<file path="src/rtl/colon_display.sv">
// Colon glyph renderer: flags raster pixels inside the two square dots of a
// fixed glyph box, with an optional frame-based blink. Output is registered.
module colon_display #(
  parameter logic [10:0] X_BOX        = 11'd700,
  parameter logic [9:0]  Y_BOX        = 10'd72,
  parameter int          BOX_W        = 20,
  parameter int          BOX_H        = 40,
  parameter int          DOT_X0       = 6,
  parameter int          DOT_X1       = 13,
  parameter int          TOP_Y0       = 8,
  parameter int          TOP_Y1       = 15,
  parameter int          BOT_Y0       = 24,
  parameter int          BOT_Y1       = 31,
  parameter int          BLINK_FRAMES = 30
) (
  input  logic        clk,
  input  logic        rst_n,
  input  logic [10:0] pixel_x,
  input  logic [9:0]  pixel_y,
  input  logic        pixel_valid,
  input  logic        frame_tick,
  input  logic        blink_en,
  output logic        pixel_on
);

  localparam int            CW       = (BLINK_FRAMES > 1) ? $clog2(BLINK_FRAMES) : 1;
  localparam logic [CW-1:0] CNT_LAST = CW'(BLINK_FRAMES - 1);
  // One extra bit on the box end bounds so X_BOX+BOX_W cannot overflow.
  localparam logic [11:0]   X_END    = {1'b0, X_BOX} + 12'(BOX_W);
  localparam logic [10:0]   Y_END    = {1'b0, Y_BOX} + 11'(BOX_H);

  logic [CW-1:0] cnt_q, cnt_d;
  logic          visible_q, visible_d;
  logic          pixel_on_q, pixel_on_d;

  logic [10:0] rx;
  logic [9:0]  ry;
  logic        in_box;
  logic        dot_hit;
  logic        vis_eff;

  // Relative offsets are only formed once the low bounds are known to hold,
  // so an out-of-box coordinate can never wrap into the dot ranges.
  always_comb begin
    rx      = '0;
    ry      = '0;
    in_box  = (pixel_x >= X_BOX) && ({1'b0, pixel_x} < X_END) &&
              (pixel_y >= Y_BOX) && ({1'b0, pixel_y} < Y_END);
    if (in_box) begin
      rx = pixel_x - X_BOX;
      ry = pixel_y - Y_BOX;
    end
    dot_hit = in_box &&
              (rx >= 11'(DOT_X0)) && (rx <= 11'(DOT_X1)) &&
              (((ry >= 10'(TOP_Y0)) && (ry <= 10'(TOP_Y1))) ||
               ((ry >= 10'(BOT_Y0)) && (ry <= 10'(BOT_Y1))));
  end

  // Blink disabled overrides visibility immediately, so the colon reappears
  // on the very next pixel rather than waiting for the flag to reload.
  always_comb begin
    cnt_d     = cnt_q;
    visible_d = visible_q;
    if (!blink_en) begin
      cnt_d     = '0;
      visible_d = 1'b1;
    end else if (frame_tick) begin
      if (cnt_q == CNT_LAST) begin
        cnt_d     = '0;
        visible_d = ~visible_q;
      end else begin
        cnt_d = cnt_q + CW'(1);
      end
    end
    vis_eff    = visible_q | ~blink_en;
    pixel_on_d = dot_hit & pixel_valid & vis_eff;
  end

  always_ff @(posedge clk) begin
    if (!rst_n) begin
      cnt_q      <= '0;
      visible_q  <= 1'b1;
      pixel_on_q <= 1'b0;
    end else begin
      cnt_q      <= cnt_d;
      visible_q  <= visible_d;
      pixel_on_q <= pixel_on_d;
    end
  end

  assign pixel_on = pixel_on_q;

endmodule

</file>
<file path="config.mk">
export PLATFORM = sky130hd
export DESIGN_NAME = colon_display
export DESIGN_NICKNAME = d
export VERILOG_FILES = /design/src/rtl/colon_display.sv
export SDC_FILE = /design/constraint.sdc
export NUM_CORES = 1
export LEC_CHECK = 0
export ABC_AREA = 1
export BUFFER_PORTS_ARGS = -buffer_cell sky130_fd_sc_hd__buf_2
export CORE_MARGIN = 4
export CORE_UTILIZATION = 35
export CTS_BUF_LIST = sky130_fd_sc_hd__clkbuf_4 sky130_fd_sc_hd__clkbuf_8 sky130_fd_sc_hd__clkbuf_16
export DETAILED_ROUTE_END_ITERATION = 7
export PLACE_DENSITY = 0.64
export SYNTH_ARGS = -nofsm -noshare
export SYNTH_HDL_FRONTEND = slang
export SYNTH_SLANG_ARGS = --single-unit
export TNS_END_PERCENT = 50
</file>
<file path="constraint.sdc">
create_clock -name clk -period 1.1 [get_ports clk]
set_input_delay 0.055 -clock clk [delete_from_list [all_inputs] [get_ports clk]]
set_output_delay 0.055 -clock clk [all_outputs]
set_load 0.01 [all_outputs]
</file>
==> impl_metrics.json <==
{
  "grt_pass1_wl_um": 2311,
  "grt-ovfl-total": 0,
  "grt_start_max_net_pins": 9,
  "clock_power_share": 0.356,
  "hpwl_um": 1182,
  "core-area_um2": 1577,
  "finalMaxSlewViolations": 0,
  "h-tree-depth": 1,
  "status": "complete, no violations",
  "switching_share": 0.2886,
  "worst_pin_slew_ps": 277.3,
  "vias": 754,
  "worstSetupStartpointType": "flip-flop",
  "insertion_delay_ps": 250,
  "p_sw_w": 0.0001869,
  "ys_top_cells_by_area": "dfxtp_1, nand2_1, nor2_1",
  "syn_area_um2": 614.3,
  "tns_ps": 0,
  "die_area_um2": 2490,
  "grt_pass1_vias": 606,
  "grt_setup_unrepaired": "true",
  "hold_viol": 0,
  "crit_type": "reg -> reg",
  "antenna_left": 0,
  "seq_power_share": 0.401,
  "stdcell_area_um2": 864.6,
  "hold_path.class": "in -> reg",
  "critical_path_arrival_ps": 1230,
  "fin_util": 0.5484,
  "p_total_w": 0.0006478,
  "p_int_w": 0.0004609,
  "cts.hold.buffers_added": 0,
  "path_max_fanout": 2,
  "die_h_um": 49.90,
  "ir_drop_mv": 0.4943,
  "floorplan.initialDensity": 0.3897,
  "place_congestion": 0.7636,
  "setup_viol": 0,
  "grt_antenna_before_repair": 0,
  "path_cells": "inv_2 -> ha_4 -> nand3_2 -> nor2_2 -> buf_4 -> buf_4 -> nand3_1 -> nand3_1",
  "io_buffer_count": 23,
  "placed_area_um2": 767.0,
  "synth_cell_types": 17,
  "max_stage_delay_ps": 330,
  "wl_per_cell_um": 9.108,
  "maxCapViolCount": 0,
  "cts_sinks": 7,
  "drc_errors": 0,
  "wl_met1_um": 638,
  "drtIter0Drc": 8,
  "max_freq_mhz": 914.1,
  "cts_inserted_buffers": 3,
  "synth.avg_cell_area_um2": 5.585,
  "ys_ff_latch": 7,
  "cts_root_buf": "clkbuf_4",
  "syn_inst": 110,
  "routed_wirelength_um": 1430,
  "drive_above_1_share": 0.3333,
  "num_antenna_cells": 0,
  "grt_usage": 0.1167,
  "fillCellCount": 169,
  "core.rowCount": 14,
  "synth_top_area_frac": 0.2281,
  "p_comb_frac": 0.243,
  "worst-path-buf-inv": 3,
  "powerDensity_nw_per_um2": 749.2,
  "dr_wl_met3_um": 90,
  "synth_warnings": 0,
  "skew_ps": 6.722,
  "ctsLongestPathBuffers": 2,
  "cp_slowest_cell": "dfxtp_2",
  "io_pins": 27,
  "nets": 172,
  "critPathRequiredTime_ps": 1240,
  "highest_layer": "met3",
  "syn_nets": 140,
  "met2_length_um": 701,
  "leakagePower_nw": 0.4583,
  "vias_per_cell": 4.803,
  "firstDrtPassIters": 4,
  "cts_tree": "yes",
  "synth-seq-area-share": 0.2281,
  "die_w_um": 49.90,
  "relSlewSlack": 0.8147,
  "syn_to_final_growth_pct": 40.73,
  "synth_top_area_cell": "dfxtp_1",
  "period_share": 0.9945,
  "clkTransAtPathRegs_ps": 60,
  "fin_crit_ps": 1094,
  "crit_family": "flip-flops",
  "cp-end-kind": "flip-flop"
}
cells in the final DEF (no fill, tap or decap), types with 2 or more instances in the layout:
master / netlist / routed
dfxtp_1: 7 / 5
nand2_2: 1 / 2
nor3b_1: 2 / 2
o21ai_0: 2 / 2
nand2_1: 31 / 30
buf_4: 0 / 5
ha_1: 4 / 2
nor2_2: 1 / 2
nor3_2: 0 / 3
buf_2: 1 / 23
nand3_2: 0 / 2
clkbuf_4: 0 / 3
nor3_1: 6 / 3
nor2_1: 20 / 19
nand3_1: 12 / 10
inv_1: 18 / 17
area by class of cell:
cell class	instances	area, µm²	area share
multi-input combinational	84	451.7	0.5224
timing repair buffer	28	152.6	0.1766
sequential	7	145.1	0.1679
inverter	18	67.56	0.07815
clock buffer	3	22.52	0.02605
tap	16	20.02	0.02315
clock inverter	1	5.005	0.005789
final timing paths:
path,from,end,slack (ps),cells after the start
worst max register to register,cnt_q[1],visible_q,6,8
worst min-delay path,frame_tick,cnt_q[1],90,2
worst max-delay path,cnt_q[1],visible_q,6,8
worst min register to register,visible_q,visible_q,480,2
kinds of logic after synthesis:
logic type,synth area share
DFF,0.2281
AOI/OAI and AO/OA,0.05907
adders and majority gates,0.08147
buffers and inverters,0.1181
and+or+nand+nor,0.5133
power groups by stage:
| stage | registers, W | clock network, W | logic, W |
|---|---|---|---|
| floorplan | 0.000265 | 0 | 0.0000788 |
| global placement | 0.000265 | 0 | 0.000144 |
| detailed placement | 0.000265 | 0 | 0.000147 |
| CTS | 0.000261 | 0.000241 | 0.000154 |
| global route | 0.000260 | 0.000255 | 0.000182 |
| finish | 0.000260 | 0.000231 | 0.000157 |
sequential cells by signal, summed over array words and instances, names as in the netlist:
signal,flops
visible_q,1
cnt_q,5
pixel_on,1
cells in the mapped netlist:
cell type / count
a31oi_1: 1
dfxtp_1: 7
o21ai_0: 2
buf_2: 1
nand2_2: 1
nor2_2: 1
inv_1: 18
a21oi_1: 1
ha_1: 4
a211oi_1: 1
o21bai_1: 1
nor3_1: 6
nand4_1: 1
nand3_1: 12
nor2_1: 20
nand2_1: 31
nor3b_1: 2
metal layers:
| layer | vias up | global-route usage |
|---|---|---|
| li1 | 409 | - |
| met1 | 325 | 0.1452 |
| met2 | 20 | 0.1982 |
| met3 | 0 | 0.03916 |
| met4 | 0 | 0.01382 |
| met5 | - | 0 |
what timing repair did:
action	CTS	global route
endpoints found under the setup margin	6	6
setup buffers	2	1
hold endpoints to repair	0	0
pin swaps	2	6
resized for setup	9	6
per-stage QoR:
stage | hold WS [ps] | std cells | setup slack (ps)
global route | 116.8 | 157 | -67.02
CTS | 87.72 | 156 | -3.394
finish | 93.83 | 157 | 6.040
detailed placement | 348.3 | 151 | -89.42
floorplan | 220.4 | 110 | 23.88
global placement | 347.7 | 151 | -38.51
No activity file was read; power rests on OpenSTA's default activity.
